[src/rtl/factorial_ctrl_if.sv]
// -----------------------------------------------------------------------------
// factorial_ctrl_if
// Bundles the job handshake, the datapath control/status wires and the result
// handshake of the factorial controller.
//
// Handshakes:
//   request : a job is accepted on a rising edge where start && in_ready.
//             n_in is sampled on that edge only.
//   result  : result/ovf/err are valid while out_valid is high; they are
//             consumed on a rising edge where out_valid && out_ack.
//
// Signals:
//   start, n_in        job request and operand N          (master -> ctrl)
//   in_ready           controller idle, can accept         (ctrl -> master)
//   z, a               datapath b==0 flag, a register      (datapath -> ctrl)
//   n_out              latched N for the datapath          (ctrl -> datapath)
//   waSel, wbSel       datapath mux selects                (ctrl -> datapath)
//   result, ovf, err   job outcome                         (ctrl -> master)
//   out_valid, out_ack result handshake
//   dbg_state          controller state encoding, for observation only
//
// Modports: slave = the controller, master = the surrounding system.
// -----------------------------------------------------------------------------
interface factorial_ctrl_if;
    logic        start;
    logic [31:0] n_in;
    logic        in_ready;
    logic        z;
    logic [31:0] a;
    logic [31:0] n_out;
    logic [1:0]  waSel;
    logic [1:0]  wbSel;
    logic [31:0] result;
    logic        out_valid;
    logic        out_ack;
    logic        ovf;
    logic        err;
    logic [2:0]  dbg_state;

    modport slave (
        input  start, n_in, z, a, out_ack,
        output in_ready, n_out, waSel, wbSel, result, out_valid, ovf, err,
               dbg_state
    );

    modport master (
        output start, n_in, z, a, out_ack,
        input  in_ready, n_out, waSel, wbSel, result, out_valid, ovf, err,
               dbg_state
    );
endinterface

[src/rtl/factorial_ctrl.sv]
// -----------------------------------------------------------------------------
// factorial_ctrl
// Control FSM for the factorial datapath (a/b register pair with waSel/wbSel
// muxes). Accepts N, sequences load / check / multiply steps until the
// datapath reports b==0, then captures a as the result and holds it on a
// valid/ack handshake. N above MAX_N is rejected with ovf; a job that runs
// TIMEOUT multiply iterations without b reaching zero is aborted with err.
//
// Ports:
//   clk  rising-edge clock
//   rst  asynchronous reset, active-high
//   bus  factorial_ctrl_if.slave (see interface header for signal list)
//
// Parameters:
//   MAX_N    largest N accepted for computation
//   TIMEOUT  multiply iterations before watchdog abort (<= 255)
// -----------------------------------------------------------------------------
module factorial_ctrl #(
    parameter int MAX_N   = 12,
    parameter int TIMEOUT = 64
) (
    input logic             clk,
    input logic             rst,
    factorial_ctrl_if.slave bus
);

    typedef enum logic [2:0] {
        S_IDLE  = 3'd0,
        S_LOAD  = 3'd1,
        S_CHECK = 3'd2,
        S_MULT  = 3'd3,
        S_DONE  = 3'd4
    } state_t;

    localparam logic [31:0] MAX_N_L   = 32'(MAX_N);
    localparam logic [7:0]  TIMEOUT_L = 8'(TIMEOUT);

    state_t      r_state;
    state_t      w_state_next;
    logic [31:0] r_n;
    logic [31:0] r_result;
    logic        r_ovf;
    logic        r_err;
    logic [7:0]  r_iter;

    // Control strobes decoded alongside the next-state logic.
    logic w_accept;     // job accepted this edge
    logic w_reject;     // accepted N is out of range
    logic w_cap_ok;     // b reached zero, capture a
    logic w_cap_wd;     // watchdog expired
    logic w_step;       // multiply iteration happening this edge
    logic w_ack;        // result consumed

    // ---------------------------------------------------------------- next state
    always_comb begin
        w_state_next = r_state;
        w_accept     = 1'b0;
        w_reject     = 1'b0;
        w_cap_ok     = 1'b0;
        w_cap_wd     = 1'b0;
        w_step       = 1'b0;
        w_ack        = 1'b0;
        unique case (r_state)
            S_IDLE: begin
                if (bus.start) begin
                    w_accept = 1'b1;
                    if (bus.n_in > MAX_N_L) begin
                        w_reject     = 1'b1;
                        w_state_next = S_DONE;
                    end else begin
                        w_state_next = S_LOAD;
                    end
                end
            end
            S_LOAD: w_state_next = S_CHECK;
            S_CHECK: begin
                // z has priority: a job that finishes on the last allowed
                // iteration still returns its result.
                if (bus.z) begin
                    w_cap_ok     = 1'b1;
                    w_state_next = S_DONE;
                end else if (r_iter == TIMEOUT_L) begin
                    w_cap_wd     = 1'b1;
                    w_state_next = S_DONE;
                end else begin
                    w_state_next = S_MULT;
                end
            end
            S_MULT: begin
                w_step       = 1'b1;
                w_state_next = S_CHECK;
            end
            S_DONE: begin
                if (bus.out_ack) begin
                    w_ack        = 1'b1;
                    w_state_next = S_IDLE;
                end
            end
            default: w_state_next = S_IDLE;
        endcase
    end

    // ---------------------------------------------------------------- registers
    always_ff @(posedge clk or posedge rst) begin
        if (rst) begin
            r_state  <= S_IDLE;
            r_n      <= '0;
            r_result <= '0;
            r_ovf    <= 1'b0;
            r_err    <= 1'b0;
            r_iter   <= '0;
        end else begin
            r_state <= w_state_next;
            if (w_accept) begin
                r_n    <= bus.n_in;
                r_iter <= '0;
                r_ovf  <= w_reject;
                r_err  <= 1'b0;
                if (w_reject) begin
                    r_result <= '0;
                end
            end
            if (w_cap_ok) begin
                r_result <= bus.a;
            end
            if (w_cap_wd) begin
                r_result <= '0;
                r_err    <= 1'b1;
            end
            // Saturate so a huge TIMEOUT can never wrap back to a small count.
            if (w_step && (r_iter != 8'hFF)) begin
                r_iter <= r_iter + 8'd1;
            end
        end
    end

    // ---------------------------------------------------------------- outputs
    // Moore decode of the datapath selects from the current state.
    always_comb begin
        bus.waSel = 2'b00;
        bus.wbSel = 2'b10;
        unique case (r_state)
            S_LOAD: begin
                bus.waSel = 2'b10;
                bus.wbSel = 2'b00;
            end
            S_MULT: begin
                bus.waSel = 2'b01;
                bus.wbSel = 2'b01;
            end
            default: begin
                bus.waSel = 2'b00;
                bus.wbSel = 2'b10;
            end
        endcase
    end

    assign bus.in_ready  = (r_state == S_IDLE);
    assign bus.out_valid = (r_state == S_DONE);
    assign bus.n_out     = r_n;
    assign bus.result    = r_result;
    assign bus.ovf       = r_ovf;
    assign bus.err       = r_err;
    assign bus.dbg_state = r_state;

    logic w_unused;
    assign w_unused = w_ack;

endmodule

[src/flat_wrapper.sv]
// flat-port wrapper written by rule: the top's interface ports become plain ports
module factorial_ctrl_flat 
#(
    parameter int MAX_N   = 12,
    parameter int TIMEOUT = 64
)
  (clk, rst, bus_start, bus_n_in, bus_z, bus_a, bus_out_ack, bus_in_ready, bus_n_out, bus_waSel, bus_wbSel, bus_result, bus_out_valid, bus_ovf, bus_err, bus_dbg_state);
  factorial_ctrl_if bus_i ();
  input logic clk;
  input logic rst;
  input wire logic [$bits(bus_i.start)-1:0] bus_start;
  input wire logic [$bits(bus_i.n_in)-1:0] bus_n_in;
  input wire logic [$bits(bus_i.z)-1:0] bus_z;
  input wire logic [$bits(bus_i.a)-1:0] bus_a;
  input wire logic [$bits(bus_i.out_ack)-1:0] bus_out_ack;
  output wire logic [$bits(bus_i.in_ready)-1:0] bus_in_ready;
  output wire logic [$bits(bus_i.n_out)-1:0] bus_n_out;
  output wire logic [$bits(bus_i.waSel)-1:0] bus_waSel;
  output wire logic [$bits(bus_i.wbSel)-1:0] bus_wbSel;
  output wire logic [$bits(bus_i.result)-1:0] bus_result;
  output wire logic [$bits(bus_i.out_valid)-1:0] bus_out_valid;
  output wire logic [$bits(bus_i.ovf)-1:0] bus_ovf;
  output wire logic [$bits(bus_i.err)-1:0] bus_err;
  output wire logic [$bits(bus_i.dbg_state)-1:0] bus_dbg_state;
  assign bus_i.start = bus_start;
  assign bus_i.n_in = bus_n_in;
  assign bus_i.z = bus_z;
  assign bus_i.a = bus_a;
  assign bus_i.out_ack = bus_out_ack;
  assign bus_in_ready = bus_i.in_ready;
  assign bus_n_out = bus_i.n_out;
  assign bus_waSel = bus_i.waSel;
  assign bus_wbSel = bus_i.wbSel;
  assign bus_result = bus_i.result;
  assign bus_out_valid = bus_i.out_valid;
  assign bus_ovf = bus_i.ovf;
  assign bus_err = bus_i.err;
  assign bus_dbg_state = bus_i.dbg_state;
  factorial_ctrl #(.MAX_N(MAX_N), .TIMEOUT(TIMEOUT)) u_core (.clk(clk), .rst(rst), .bus(bus_i));
endmodule
[config.mk]
export PLATFORM = sky130hd
export DESIGN_NAME = factorial_ctrl_flat
export DESIGN_NICKNAME = d
export VERILOG_FILES = /design/src/rtl/factorial_ctrl_if.sv /design/src/rtl/factorial_ctrl.sv /design/src/flat_wrapper.sv
export SDC_FILE = /design/constraint.sdc
export NUM_CORES = 1
export LEC_CHECK = 0
export ABC_AREA = 1
export ABC_CLOCK_PERIOD_IN_PS = 3200
export CAP_MARGIN = 0
export CORE_UTILIZATION = 43
export DETAILED_ROUTE_END_ITERATION = 10
export HOLD_SLACK_MARGIN = 0.05
export PLACE_DENSITY = 0.86
export SETUP_SLACK_MARGIN = 0.1
export SYNTH_ARGS = -nofsm -noshare
export SYNTH_HDL_FRONTEND = slang
export SYNTH_SLANG_ARGS = --single-unit
[constraint.sdc]
create_clock -name clk -period 3.2 [get_ports clk]
set_input_delay 0.96 -clock clk [delete_from_list [all_inputs] [get_ports clk]]
set_output_delay 0.96 -clock clk [all_outputs]
set_load 0.01 [all_outputs]
==> metrics.txt <==
Tmin final=2770 ps; row count=32; sw power=0.679 mW; WS Path Type=flop to primary output; GR Overflow Total=0; Worst Hold End=u_core.bus.n_out[3]; Max Buffers Root-to-Sink=2; vias in the first global route=3155; R2R depth=9; DIE AREA=8300 sq um; Initial Util=0.444; Clk Latency, worst-skew pair=340 ps; Util after Layout=0.669; CP max-delay cell=clkdlybuf4s50_1; Setup Skew=9.01 ps; CP Cell Sequence=inv_1 > nand2_1 > nor2_4 > clkdlybuf4s50_1; CP startpoint kind=flop; Reg clk slew, reported paths=70 ps; DRC Markers=0; crit-path max FO=6; GRT Util Overall=0.214; clk sinks=77; Max VDD drop=264 uV; Slew Viols, Final=0; core area=7690 sq um; startpoint of the worst hold path=u_core.bus.n_out[3]; Final Instance Area=5150 sq um; DRT Wirelength=8.53 mm; IO Pins=144; Hold Path Class=flop to flop; initial DRC count=167; pwr/cell area=524 nW/um^2; Resized cells post-CTS=0; via count=3143; postcts setup bufs=0; Crit Reg-Reg Startpoint=u_core.r_iter[0]; f_max=0.361 GHz; Hold-fix buffers, CTS=0; DPL Wire Length=6.23 mm; P_leak=2.54 nW; fraction of layout cells with a size suffix above 1=0.0745; WP buf/inv=2; Gate power share=0.219; area delta synth->final=50.8%; delay-heaviest family, CP=buffers and inverters; final setup TNS=0 ps; r2r setup slk=1350 ps; register share of total power=0.426; outcome=finished, final reports clean; H-tree depth=3; wire per inst=13.1 microns; slew margin rel.=0.595; PortBufs=143; n_diodes=0; initial antenna violation count=0; worst path arrival time=1810 ps; switch share=0.252; post-synthesis register bit count=77; Yosys cell types=25; clock network power share=0.355; CP peak stage delay=590 ps; critical path required time=2240 ps; Least-Margin Pin Slew=606 ps; Critical Path Stages=4; endpoint type of the worst setup path=primary output; GP Congestion=0.803; Hold Path Depth=2; layout net count=616; first-pass GRT wire length=14.2 mm; die span in x=91.1 microns; clock tree from TritonCTS=done; DR pass1 iterations=4; Synth Warn #=0; unrepaired setup endpoints after global routing=no; TritonCTS buffer count=9; Total Power=2.70 mW; largest net degree at the start of global routing=78; Die H=91.1 microns; vias per cell=4.82; Mapped Cells=404; CTS Root Cell=clkbuf_8; placed inst area=4880 sq um; most frequent cells in the layout=nand2_1, clkdlybuf4s50_1, dfrtp_1; Max-cap violations=0; syn nets=475; commonest non-fill, non-tap cell in the layout=nand2_1; Crit Reg-Reg Endpoint=u_core.bus.result[3]; Final Cycle Share=0.865; P_int=2.02 mW; Final ANT Viol Nets=0; hold slack=481 ps; post-synthesis sequential area ratio=0.565; Syn Area/Cell=8.45 sq um; mapped cell area=3410 sq um; Final Hold Viols=0; Final setup viols=0
[sequential cells by signal, indices dropped and copies added (netlist names)]
signal                count
u_core.bus.n_out         32
u_core.bus.result        32
u_core.r_iter             8
u_core.bus.dbg_state      3
u_core.bus.err            1
u_core.bus.ovf            1
[cell families after synthesis]
logic type	Yosys count	synth area share
flops	77	0.565
compound gates	43	0.0722
buf+inv	65	0.0909
fa+ha+maj	2	0.00733
simple gates	217	0.265
[power groups by stage]
| stage | Combinational [mW] | Clock (mW) | Sequential (mW) |
|---|---|---|---|
| after floorplan | 0.172 | 0 | 1.22 |
| after global placement | 0.583 | 0 | 1.16 |
| after detailed placement | 0.596 | 0 | 1.17 |
| after CTS | 0.600 | 0.978 | 1.15 |
| after global routing | 0.642 | 1.01 | 1.16 |
| final | 0.591 | 0.958 | 1.15 |
[synth_stat cells]
library cell | number | area share
buf_2 | 2 | 0.0029
o21ai_0 | 22 | 0.032
nand4_1 | 1 | 0.0018
nand2_4 | 1 | 0.0033
o21ai_4 | 1 | 0.0048
clkbuf_1 | 4 | 0.0044
inv_2 | 9 | 0.0099
o21ai_2 | 3 | 0.0077
ha_1 | 2 | 0.0073
dfrtp_1 | 77 | 0.56
nand2_1 | 145 | 0.16
nor2_1 | 16 | 0.018
a21oi_1 | 1 | 0.0015
nand2_2 | 3 | 0.0055
o21ai_1 | 14 | 0.021
o31ai_1 | 1 | 0.0022
nor2_4 | 1 | 0.0033
or2_2 | 1 | 0.0018
inv_1 | 39 | 0.043
nor2_2 | 1 | 0.0018
buf_6 | 6 | 0.020
buf_4 | 5 | 0.011
nor3_1 | 3 | 0.0044
a21boi_2 | 1 | 0.0033
nand3_1 | 45 | 0.066
[per-layer routing]
| layer | share of wire | track usage |
|---|---|---|
| met3 | 0.047 | 0.0419 |
| met5 | 0 | 0 |
| met4 | 0.025 | 0.0939 |
| met1 | 0.41 | 0.256 |
| met2 | 0.52 | 0.375 |
[how the worst max path moves through the flow]
stage,startpoint,end
after detailed placement,bus_n_in[18],u_core.bus.result[3]
final,u_core.bus.dbg_state[2],bus_waSel[0]
after global routing,u_core.bus.dbg_state[2],bus_waSel[0]
after floorplan,rst,u_core.bus.dbg_state[0]
after CTS,u_core.bus.dbg_state[2],bus_wbSel[0]
after global placement,bus_n_in[19],u_core.bus.result[22]
[worst reg2reg max path, cell delays in order, from the launching register on]
cell     delay (ps)
dfrtp_1         400
inv_1           120
ha_1            190
nand2_1          60
nor3_1          120
nand2_1         100
nand2_1          90
nand2_2         340
nand3_1         240
nand2_1          70
[cell type report]
class / instances / area (sq um)
flip-flops and latches: 77 / 1930
fillers: 604 / 2540
well taps: 102 / 128
repair buffers: 147 / 1470
clock buffers: 10 / 128
clock inverters: 6 / 134
inverters: 48 / 180
multi-input cells: 262 / 1180
[stage by stage]
stage / setup WS (ps) / std cells
floorplan: 273 / 404
global placement: 514 / 636
detailed placement: 447 / 636
global route: 328 / 652
finish: 433 / 652
CTS: 417 / 652
Power figures use the tool's default switching activity.
